==> src/rtl/if_fetch_redirect_pkg.sv <==
// if_fetch_redirect_pkg: shared widths, exception code, fetch FSM states and
// the ID-bound bus packing helper for the instruction-fetch stage.
package if_fetch_redirect_pkg;

   localparam int BR_BUS_WD         = 34;
   localparam int FS_TO_DS_BUS_WD   = 70;
   localparam int CP0_OUT_BUS_WIDTH = 35;
   localparam int FS_BUF_WD         = 64;

   localparam logic [4:0] EXCODE_ADEL = 5'h04;

   // cp0_out_bus layout: [34:33] ignored status bits, [32] flush_and_jump, [31:0] target
   localparam int CP0_FLUSH_BIT = 32;
   // br_bus layout: [33] br_stall, [32] br_taken, [31:0] br_target
   localparam int BR_STALL_BIT  = 33;
   localparam int BR_TAKEN_BIT  = 32;

   typedef enum logic [2:0] {
      FS_IDLE   = 3'd0,
      FS_REQ    = 3'd1,
      FS_WAIT   = 3'd2,
      FS_CANCEL = 3'd3,
      FS_HALT   = 3'd4
   } fs_state_e;

   // Build {fs_ex, fs_excode, fs_inst, fs_pc} for the ID stage.
   function automatic logic [FS_TO_DS_BUS_WD-1:0] fs_pack(
      input logic        ex,
      input logic [4:0]  excode,
      input logic [31:0] inst,
      input logic [31:0] pc
   );
      return {ex, excode, inst, pc};
   endfunction

endpackage

==> src/rtl/if_fetch_redirect_fs_inst_buf.sv <==
// if_fetch_redirect_fs_inst_buf: one-entry holding register for an instruction
// that returned while ID could not accept it. Clear has priority over load.
module if_fetch_redirect_fs_inst_buf
   import if_fetch_redirect_pkg::*;
#(
   parameter int W = FS_BUF_WD
) (
   input  logic         clk,
   input  logic         resetn,
   input  logic         i_clr,
   input  logic         i_load,
   input  logic         i_drain,
   input  logic [W-1:0] i_data,
   output logic         o_valid,
   output logic [W-1:0] o_data
);

   logic         r_valid;
   logic [W-1:0] r_data;

   // Hold one entry: flush clears it, a late return fills it, ID acceptance empties it.
   always_ff @(posedge clk) begin
      if (!resetn) begin
         r_valid <= 1'b0;
         r_data  <= '0;
      end else if (i_clr) begin
         r_valid <= 1'b0;
      end else if (i_load) begin
         r_valid <= 1'b1;
         r_data  <= i_data;
      end else if (i_drain) begin
         r_valid <= 1'b0;
      end else begin
         r_valid <= r_valid;
      end
   end

   assign o_valid = r_valid;
   assign o_data  = r_data;

endmodule

==> src/rtl/if_fetch_redirect.sv <==
// if_fetch_redirect: fetch stage. Owns the PC, issues one outstanding SRAM-like
// instruction request at a time, delivers {ex,excode,inst,pc} to ID, and
// cancels in-flight fetches on a CP0 flush so nothing stale reaches ID.
// Optional feature macro: FETCH_ADEL_EN (misaligned PC raises AdEL instead of fetching).
module if_fetch_redirect
   import if_fetch_redirect_pkg::*;
#(
   parameter logic [31:0] RESET_PC = 32'hbfc00000
) (
   input  logic                         clk,
   input  logic                         resetn,
   input  logic [CP0_OUT_BUS_WIDTH-1:0] cp0_out_bus,
   input  logic [BR_BUS_WD-1:0]         br_bus,
   input  logic                         ds_allowin,
   output logic                         fs_to_ds_valid,
   output logic [FS_TO_DS_BUS_WD-1:0]   fs_to_ds_bus,
   output logic                         inst_sram_req,
   output logic                         inst_sram_wr,
   output logic [1:0]                   inst_sram_size,
   output logic [31:0]                  inst_sram_addr,
   input  logic                         inst_sram_addr_ok,
   input  logic                         inst_sram_data_ok,
   input  logic [31:0]                  inst_sram_rdata
);

   fs_state_e                  r_state;
   logic [31:0]                r_pc;
   logic                       r_req;
   logic [31:0]                r_addr;
   logic                       r_cancel;
   logic                       r_fs_valid;
   logic [FS_TO_DS_BUS_WD-1:0] r_fs_bus;
   logic                       r_br_valid;
   logic [31:0]                r_br_tgt;

   logic                 w_flush;
   logic [31:0]          w_flush_tgt;
   logic                 w_br_taken;
   logic                 w_br_stall;
   logic [31:0]          w_br_tgt;
   logic                 w_br_live;
   logic [31:0]          w_next_pc;
   logic [31:0]          w_issue_addr;
   logic                 w_misalign;
   logic                 w_buf_valid;
   logic [FS_BUF_WD-1:0] w_buf_data;
   logic                 w_drain;
   logic                 w_slot_free;
   logic                 w_issue_idle;
   logic                 w_adel_fire;
   logic                 w_data_hit;
   logic                 w_issue_wait;
   logic                 w_issue;
   logic                 w_buf_load;
   logic                 w_unused_cp0;

   // Only flush_and_jump and the target are consumed; exception status bits are ignored.
   assign w_flush      = cp0_out_bus[CP0_FLUSH_BIT];
   assign w_flush_tgt  = cp0_out_bus[31:0];
   assign w_unused_cp0 = ^cp0_out_bus[CP0_OUT_BUS_WIDTH-1:CP0_FLUSH_BIT+1];

   assign w_br_taken = br_bus[BR_TAKEN_BIT];
   assign w_br_stall = br_bus[BR_STALL_BIT];
   assign w_br_tgt   = br_bus[31:0];
   assign w_br_live  = w_br_taken && !w_br_stall;

   // Newest redirect wins: a live resolved branch, then the buffered one, then sequential PC.
   assign w_next_pc = w_br_live  ? w_br_tgt :
                      r_br_valid ? r_br_tgt : r_pc;

`ifdef FETCH_ADEL_EN
   assign w_misalign   = |w_next_pc[1:0];
   assign w_issue_addr = w_next_pc;
`else
   logic w_unused_pc_lo;
   assign w_misalign     = 1'b0;
   assign w_issue_addr   = {w_next_pc[31:2], 2'b00};
   assign w_unused_pc_lo = ^w_next_pc[1:0];
`endif

   // A new request may start when the holding buffer is empty or is handed to ID this cycle.
   assign w_drain      = w_buf_valid && ds_allowin;
   assign w_slot_free  = !w_buf_valid || w_drain;
   assign w_issue_idle = (r_state == FS_IDLE) && !w_flush && w_slot_free && !w_misalign;
   assign w_adel_fire  = (r_state == FS_IDLE) && !w_flush && !w_buf_valid && ds_allowin && w_misalign;
   assign w_data_hit   = (r_state == FS_WAIT) && inst_sram_data_ok && !w_flush;
   assign w_issue_wait = w_data_hit && ds_allowin && !w_misalign;
   assign w_issue      = w_issue_idle || w_issue_wait;
   assign w_buf_load   = w_data_hit && !ds_allowin;

   if_fetch_redirect_fs_inst_buf #(
      .W (FS_BUF_WD)
   ) u_fs_inst_buf (
      .clk     (clk),
      .resetn  (resetn),
      .i_clr   (w_flush),
      .i_load  (w_buf_load),
      .i_drain (w_drain),
      .i_data  ({inst_sram_rdata, r_addr}),
      .o_valid (w_buf_valid),
      .o_data  (w_buf_data)
   );

   // Branch buffer: remember a taken branch that could not steer the address it arrived with.
   always_ff @(posedge clk) begin
      if (!resetn) begin
         r_br_valid <= 1'b0;
         r_br_tgt   <= 32'd0;
      end else if (w_flush) begin
         r_br_valid <= 1'b0;
      end else if (w_issue) begin
         // The issued address has absorbed any usable target; keep only a still-stalled one.
         r_br_valid <= w_br_taken && w_br_stall;
         r_br_tgt   <= w_br_tgt;
      end else if (w_br_taken) begin
         r_br_valid <= 1'b1;
         r_br_tgt   <= w_br_tgt;
      end else begin
         r_br_valid <= r_br_valid;
      end
   end

   // Fetch FSM: request issue/hold, response routing, flush cancellation and ID delivery.
   always_ff @(posedge clk) begin
      if (!resetn) begin
         r_state    <= FS_IDLE;
         r_pc       <= RESET_PC;
         r_req      <= 1'b0;
         r_addr     <= 32'd0;
         r_cancel   <= 1'b0;
         r_fs_valid <= 1'b0;
         r_fs_bus   <= '0;
      end else begin
         r_fs_valid <= 1'b0;
         if (w_drain && !w_flush) begin
            r_fs_valid <= 1'b1;
            r_fs_bus   <= fs_pack(1'b0, 5'd0, w_buf_data[63:32], w_buf_data[31:0]);
         end
         case (r_state)
            FS_IDLE: begin
               if (w_flush) begin
                  r_pc <= w_flush_tgt;
               end else if (w_issue_idle) begin
                  r_state <= FS_REQ;
                  r_req   <= 1'b1;
                  r_addr  <= w_issue_addr;
               end else if (w_adel_fire) begin
                  r_state    <= FS_HALT;
                  r_fs_valid <= 1'b1;
                  r_fs_bus   <= fs_pack(1'b1, EXCODE_ADEL, 32'd0, w_next_pc);
               end else begin
                  r_state <= FS_IDLE;
               end
            end
            FS_REQ: begin
               // Request and address stay frozen until accepted, even across a flush.
               if (w_flush) begin
                  r_pc <= w_flush_tgt;
               end
               if (inst_sram_addr_ok) begin
                  r_req    <= 1'b0;
                  r_cancel <= 1'b0;
                  if (w_flush || r_cancel) begin
                     r_state <= FS_CANCEL;
                  end else begin
                     r_state <= FS_WAIT;
                     r_pc    <= r_addr + 32'd4;
                  end
               end else begin
                  r_cancel <= r_cancel || w_flush;
               end
            end
            FS_WAIT: begin
               if (w_flush) begin
                  r_pc    <= w_flush_tgt;
                  r_state <= inst_sram_data_ok ? FS_IDLE : FS_CANCEL;
               end else if (inst_sram_data_ok) begin
                  if (ds_allowin) begin
                     r_fs_valid <= 1'b1;
                     r_fs_bus   <= fs_pack(1'b0, 5'd0, inst_sram_rdata, r_addr);
                  end
                  if (w_issue_wait) begin
                     r_state <= FS_REQ;
                     r_req   <= 1'b1;
                     r_addr  <= w_issue_addr;
                  end else begin
                     r_state <= FS_IDLE;
                  end
               end else begin
                  r_state <= FS_WAIT;
               end
            end
            FS_CANCEL: begin
               // The response to the abandoned request is swallowed here.
               if (w_flush) begin
                  r_pc <= w_flush_tgt;
               end
               if (inst_sram_data_ok) begin
                  r_state <= FS_IDLE;
               end
            end
            FS_HALT: begin
               if (w_flush) begin
                  r_pc    <= w_flush_tgt;
                  r_state <= FS_IDLE;
               end
            end
            default: begin
               r_state  <= FS_IDLE;
               r_req    <= 1'b0;
               r_cancel <= 1'b0;
            end
         endcase
      end
   end

   assign fs_to_ds_valid = r_fs_valid;
   assign fs_to_ds_bus   = r_fs_bus;
   assign inst_sram_req  = r_req;
   assign inst_sram_wr   = 1'b0;
   assign inst_sram_size = 2'b10;
   assign inst_sram_addr = r_addr;

endmodule

==> config.mk <==
export PLATFORM = sky130hd
export DESIGN_NAME = if_fetch_redirect
export DESIGN_NICKNAME = d
export VERILOG_FILES = /design/src/rtl/if_fetch_redirect_pkg.sv /design/src/rtl/if_fetch_redirect_fs_inst_buf.sv /design/src/rtl/if_fetch_redirect.sv
export SDC_FILE = /design/constraint.sdc
export NUM_CORES = 1
export LEC_CHECK = 0
export CAP_MARGIN = 15
export CORE_ASPECT_RATIO = 2
export CORE_MARGIN = 1
export CORE_UTILIZATION = 54
export DETAILED_ROUTE_END_ITERATION = 8
export PLACE_DENSITY = 0.82
export SLEW_MARGIN = 10
export SYNTH_ARGS = -nofsm -noshare
export SYNTH_HDL_FRONTEND = slang
export SYNTH_SLANG_ARGS = --single-unit
==> constraint.sdc <==
create_clock -name clk -period 6.17 [get_ports clk]
set_input_delay 0.617 -clock clk [delete_from_list [all_inputs] [get_ports clk]]
set_output_delay 0.617 -clock clk [all_outputs]
set_load 0.01 [all_outputs]
# [Word level (Yosys, flattened, before mapping)]
# Index checks and enable logic that the tools add are counted.
[op_classes] shift=0 n_mux=48 add_sub_neg=1 mul=0 div_mod_pow=0 bitwise=3 eq_ne=12 n_lt_le_gt_ge=0 reduce_logical=30
[ops] cell="two-way mux 32 bit" count=12
[ops] cell="two-way mux 70 bit" count=5
[ops] cell="case mux 32 bit (2 select lines)" count=2
[ops] cell="adder 32 x 3 -> 32 bit (second input constant)" count=1
[ops] cell="two-way mux 1 bit" count=19
[ops] cell="two-way mux 3 bit" count=6
[ops] cell="!= test 2 bit (second input constant)" count=8
[ops] cell="case mux 3 bit (5 select lines)" count=1
[ops] cell="logical AND 1 bit" count=10
[ops] cell="nonzero test 2 bit" count=4
[ops] cell="AND reduction 7 bit" count=1
[ops] cell="== test 3 x 2 -> 1 bit (second input constant)" count=2
[ops] cell="AND reduction 6 bit" count=1
[ops] cell="logical NOT 1 bit" count=4
[ops] cell="case mux 1 bit (4 select lines)" count=1
[ops] cell="AND reduction 2 bit" count=2
[ops] cell="AND reduction 4 bit" count=1
[ops] cell="OR reduction 2 bit" count=2
[ops] cell="OR reduction 4 bit" count=1
[ops] cell="== test 3 x 1 -> 1 bit (second input constant)" count=1
[ops] cell="== test 3 bit (second input constant)" count=1
[ops] cell="logical NOT 3 bit" count=1
[ops] cell="logical OR 1 bit" count=3
[ops] cell="inverter 1 bit" count=3
[ops] cell="other kinds (2)" count=2
[word_totals] latch_bits=0 mem_bits_rw=0 memories=0 mem_bits_ro=0 out_inout_bits=107 ff_bits=238

# [Depth between registers and ports, before layout]
[logic_depth] word_depth=8 depth_mapped=8 depth_no_buf=6

# [Modules after synthesis]
# From an unflattened synthesis, not the netlist that was laid out.
[hier_totals] cells_unflattened=1193 hier_area_um2=10649.0
[by_module_without_submodules] mod="if_fetch_redirect" seq_area_each_um2=3323.2 instances=1 area_per_inst_um2=7978.9 cells_each=911
[by_module_without_submodules] mod="if_fetch_redirect_fs_inst_buf" seq_area_each_um2=1301.2 instances=1 area_per_inst_um2=2670.1 cells_each=282

# [Worst setup path before layout]
# Ideal clock, no wire load.
[synth_timing] path_type="register to register" from="register r_addr[2] (netlist: inst_sram_addr[2])" to="register r_pc[22]" arrival_ns=1.996 period_less_slack_ns=2.129 slack_ns=4.041 stages_incl_launch_ff=8 path_cell_list="dfxtp_1 -> ha_1 -> nand3_2 -> or4_4 -> buf_6 -> o31a_1 -> nor3_1 -> o21ai_1"
[synth_between] elab_chain_cells=4
[synth_lines] element="start, declared" line="if_fetch_redirect.sv:29" source="logic [31:0] r_addr;"
[synth_lines] element="start signal, assigned" line="if_fetch_redirect.sv:146" source="r_addr <= w_issue_addr;"
[synth_lines] element="start signal, assigned" line="if_fetch_redirect.sv:185" source="r_addr <= w_issue_addr;"
[synth_lines] element="adder 32 x 3 -> 32 bit" line="if_fetch_redirect.sv:167" source="r_pc <= r_addr + 32'd4;"
[synth_lines] element="two-way mux 32 bit" line="if_fetch_redirect.sv:163" source="if (w_flush || r_cancel) begin"
[synth_lines] element="two-way mux 32 bit" line="if_fetch_redirect.sv:160" source="if (inst_sram_addr_ok) begin"
[synth_lines] element="case mux 32 bit (2 select lines)" line="if_fetch_redirect.sv:139" source="case (r_state)"
[synth_lines] element="end signal, assigned" line="if_fetch_redirect.sv:142" source="r_pc <= w_flush_tgt;"
[synth_lines] element="end signal, assigned" line="if_fetch_redirect.sv:158" source="r_pc <= w_flush_tgt;"
[synth_lines] element="end signal, assigned" line="if_fetch_redirect.sv:167"
[synth_lines] element="end, declared" line="if_fetch_redirect.sv:27" source="logic [31:0] r_pc;"
# Every way passes these cells.
# A chain may end at the register's enable or synchronous reset.

# [Worst setup path in the final report]
[layout_timing] from="input port ds_allowin" to="register r_br_tgt[14]"
[layout_between] elab_chain_cells=6 elab_cells_between_ends=8
[layout_lines] element="start, declared" line="if_fetch_redirect.sv:14" source="input logic ds_allowin,"
[layout_lines] element="logical AND 1 bit" line="if_fetch_redirect.sv:82" source="assign w_drain = w_buf_valid && ds_allowin;"
[layout_lines] element="logical OR 1 bit" line="if_fetch_redirect.sv:83" source="assign w_slot_free = !w_buf_valid || w_drain;"
[layout_lines] element="logical AND 1 bit" line="if_fetch_redirect.sv:84" source="assign w_issue_idle = (r_state == FS_IDLE) && !w_flush && w_slot_free && !w_misalign;"
[layout_lines] element="logical OR 1 bit *" line="if_fetch_redirect.sv:88" source="assign w_issue = w_issue_idle || w_issue_wait;"
[layout_lines] element="nonzero test 2 bit (no line)"
[layout_lines] element="AND reduction 2 bit (no line)"
[layout_lines] element="end signal, assigned" line="if_fetch_redirect.sv:114" source="r_br_tgt <= w_br_tgt;"
[layout_lines] element="end signal, assigned" line="if_fetch_redirect.sv:117" source="r_br_tgt <= w_br_tgt;"
[layout_lines] element="end, declared" line="if_fetch_redirect.sv:34" source="logic [31:0] r_br_tgt;"
# Every way passes the cells marked *; elsewhere a longest branch is shown, timed or not.

==> summary.md <==
| Metric | Value |
|---|---|
| TritonRoute pass-1 iters | `5` |
| CP endpoint kind | `flip-flop` |
| Pin count of the biggest net entering global routing | `112` |
| Worst Skew | `0.0105 ns` |
| Final hold vios | `0` |
| Rows | `72` |
| Num CTS Buffers | `21` |
| RSZ-0062 raised after global routing | `no` |
| Share of layout cells above drive strength 1 | `5.88%` |
| CP max stage cell | `o21a_2` |
| Routed WL | `~27 mm` |
| Pleak | `6.04 nW` |
| Wire length on met2 | `13.7 mm` |
| Initial DRC count | `342` |
| Post-DP HPWL | `17.5 mm` |
| Footprint of the multi-input gates | `0.00551 mm²` |
| Buffers on Ports | `about 200` |
| Leading area contributor after synthesis | `dfxtp_1` |
| Fin crit share | `47.5%` |
| Top-area cell type share of the netlist area | `43.2%` |
| Crit path from | `ds_allowin` |
| Vias in the first global route | `8,813` |
| Root buffer cell | `clkbuf_16` |
| Mapped cell area | `0.0106 mm²` |
| Area grow syn2layout | `24.7%` |
| CP Class | `input pin to flip-flop` |
| Hold_buf cts | `0` |
| Critical Path Max Stage Delay | `a little over 0.9 ns` |
| TritonCTS clock tree | `done` |
| Outcome | `complete, no violations` |
| CP max FO | `32` |
| Total GRT Usage | `26.4%` |
| Share of flip-flops with an asynchronous set or reset | `0%` |
| Die span in y | `~200 µm` |
| CP Data Arrival Time | `between 3 and 4 ns` |
| Relative slew margins | `26.9%` |
| CP Depth | `7` |
| Sequential area share after synthesis | `43.2%` |
| Fmax | `between 300 and 400 MHz` |
| # clock sinks | `229` |
| CP top delay family | `compound AO/OA/AOI/OAI gates` |
| Routed vias | `8,830` |
| H-Tree Level Count | `1` |
| Die width | `101 µm` |
| Commonest non-fill, non-tap cells in the layout | `nand2_1, dfxtp_1, clkdlybuf4s50_1` |
| Crit path launch type | `input pin` |
| Worst-Margin Slew | `around 1.1 ns` |
| WL/cell | `between 15 and 20 µm` |
| YS warnings | `0` |
| Overflow after GRT | `0` |
| Post-cts sizing count | `0` |
| Main synth FF type | `dfxtp_1` |
| Die area | `0.0202 mm²` |
| Yosys reg bits | `229` |
| Synth area leaders | `dfxtp_1, mux2i_1, nand2_1, o211a_1, a21boi_0` |
| Total setup buffers inserted after CTS | `0` |
| M1 wire length | `10.5 mm` |
| WP data required | `6.58 ns` |
| I/O pins | `roughly 210` |
| Fin. max-slew vios | `0` |
| Critical path buffers and inverters | `2` |
| Total power per unit cell area | `242 mW/mm²` |
| Worst setup margin | `3.24 ns` |
| Most common cell after layout, fill and taps aside | `nand2_1` |
| Worst path cell trace | `clkdlybuf4s50_1, nor2b_1, o21ai_1, and2_1, buf_4, o21a_2, mux2i_1` |
| Maximum vdd drop | `0.000208 V` |
| Core region area | `0.0193 mm²` |
| RR Endpoint | `r_br_tgt[14]` |
| Synth Instances | `approximately 1,200` |
| CTS Buffer Depth | `3` |
| Via density | `5.57` |
| Max Cap Viol | `0` |
| Post-synth EDFFs | `0` |
| FF-to-FF Start | `r_state[0]` |
| Antenna violations before repair | `1` |
| Synth cell types | `56` |
| Syn Area/Cell | `8.94 µm²` |
| Fin Setup TNS | `0 ns` |
| Core Util, Final | `between 60% and 70%` |
| Setup WS pre-CTS | `2.74 ns` |
| First-pass GRT wire length | `43.0 mm` |
| Routability Congestion | `around 0.8` |
| Worst setup path endpoint | `r_br_tgt[14]` |
| Reg clk slew, reported paths | `0.06 ns` |
| Sequential Area | `0.00459 mm²` |
| Initial Utilization | `55.0%` |
| Remaining DRCs | `0` |
| Routed Antenna Nets | `0` |
| Layout fillers | `1,592` |
| R2R depth | `5` |
| Clock Latency Late Sink | `0.49 ns` |
| Setup slack, reg-to-reg | `3.61 ns` |
| Setup violations, final | `0` |
| Post-layout nets | `1,423` |
| Min-Delay Path Class | `input pin to flip-flop` |
| Top sig layer | `met4` |
| Met3 wire length | `1.23 mm` |
| Minimum clock period | `2.93 ns` |
-- cell families (layout without fill, tap and decap cells) --
family	Yosys count	after routing	synth area share, %
buf+inv	119	255	5.19
fa+ha+maj	1	1	0.118
compound gates	249	249	18.3
xor+xnor	26	26	2.15
simple gates	414	414	16.9
mux	147	147	14.0
flops	229	229	43.2
other cells	2	6	0.0708
-- registers in the layout, indices dropped and copies added, names as in the netlist --
| register | count |
|---|---|
| fs_to_ds_bus | 70 |
| fs_to_ds_valid | 1 |
| inst_sram_addr | 30 |
| inst_sram_req | 1 |
| r_br_tgt | 30 |
| r_br_valid | 1 |
| r_cancel | 1 |
| r_pc | 30 |
| r_state | 2 |
| u_fs_inst_buf.o_data | 62 |
| u_fs_inst_buf.o_valid | 1 |
-- Yosys cell counts, types with 4 or more instances --
library cell and count:
a21boi_0 78, a21boi_1 16, a21oi_1 22, and2_1 9, and3_1 10, buf_2 14
buf_4 8, buf_6 6, clkbuf_1 80, dfxtp_1 229, inv_1 8, mux2_2 13
mux2i_1 134, nand2_1 335, nand3_1 12, nand4_1 6, nor2_1 10, nor3_1 5
o211a_1 67, o211ai_1 32, o21ai_0 15, o22ai_1 4, xnor2_1 17, xor2_1 9
-- routing by layer --
| layer | GRT usage [%] | vias up |
|---|---|---|
| met5 | 0 | - |
| met4 | 14.2 | 0 |
| met3 | 3.38 | 72 |
| met2 | 47.1 | 255 |
| met1 | 29.6 | 4178 |
| li1 | - | 4325 |
-- metrics by stage --
step                std cells  instance area, µm²  total power, mW  hold WS, ns
floorplan                1190               10600             1.81        0.434
global placement         1551               12500             1.96        0.440
detailed placement       1551               12500             1.97        0.443
CTS                      1584               13200             3.23        0.426
global route             1586               13200             3.33        0.442
finish                   1586               13200             3.21        0.441
-- how the worst min path moves through the flow --
stage | startpoint | end | depth (start not counted)
floorplan | u_fs_inst_buf.o_data[16] | u_fs_inst_buf.o_data[16] | 2
global placement | u_fs_inst_buf.o_data[47] | u_fs_inst_buf.o_data[47] | 2
detailed placement | fs_to_ds_bus[1] | fs_to_ds_bus[1] | 1
CTS | resetn | r_pc[23] | 2
global route | resetn | r_pc[23] | 2
finish | resetn | r_pc[23] | 2
-- worst reg2reg max path: cells and delay by family, from the launching register on --
kind / cells / cell delay [ns]
buffers and inverters: 1 / 0.38
and+or+nand+nor: 2 / 0.45
DFF: 1 / 0.43
AOI/OAI and AO/OA: 1 / 0.91
muxes: 1 / 0.30
-- layout make-up --
class                   count  area share [%]
clock buffers              32            4.96
clock inverters             1          0.0378
diodes                      1          0.0189
inverters                   8           0.227
multi-input cells         842            41.6
repair buffers            214            16.0
well taps                 259            2.45
flip-flops and latches    229            34.7
-- where the power goes --
part,switching (mW),internal [mW]
logic,0.163,0.183
clock network,0.535,0.726
registers,0.0683,1.53
total,0.766,2.44
Power figures use the tool's default switching activity.
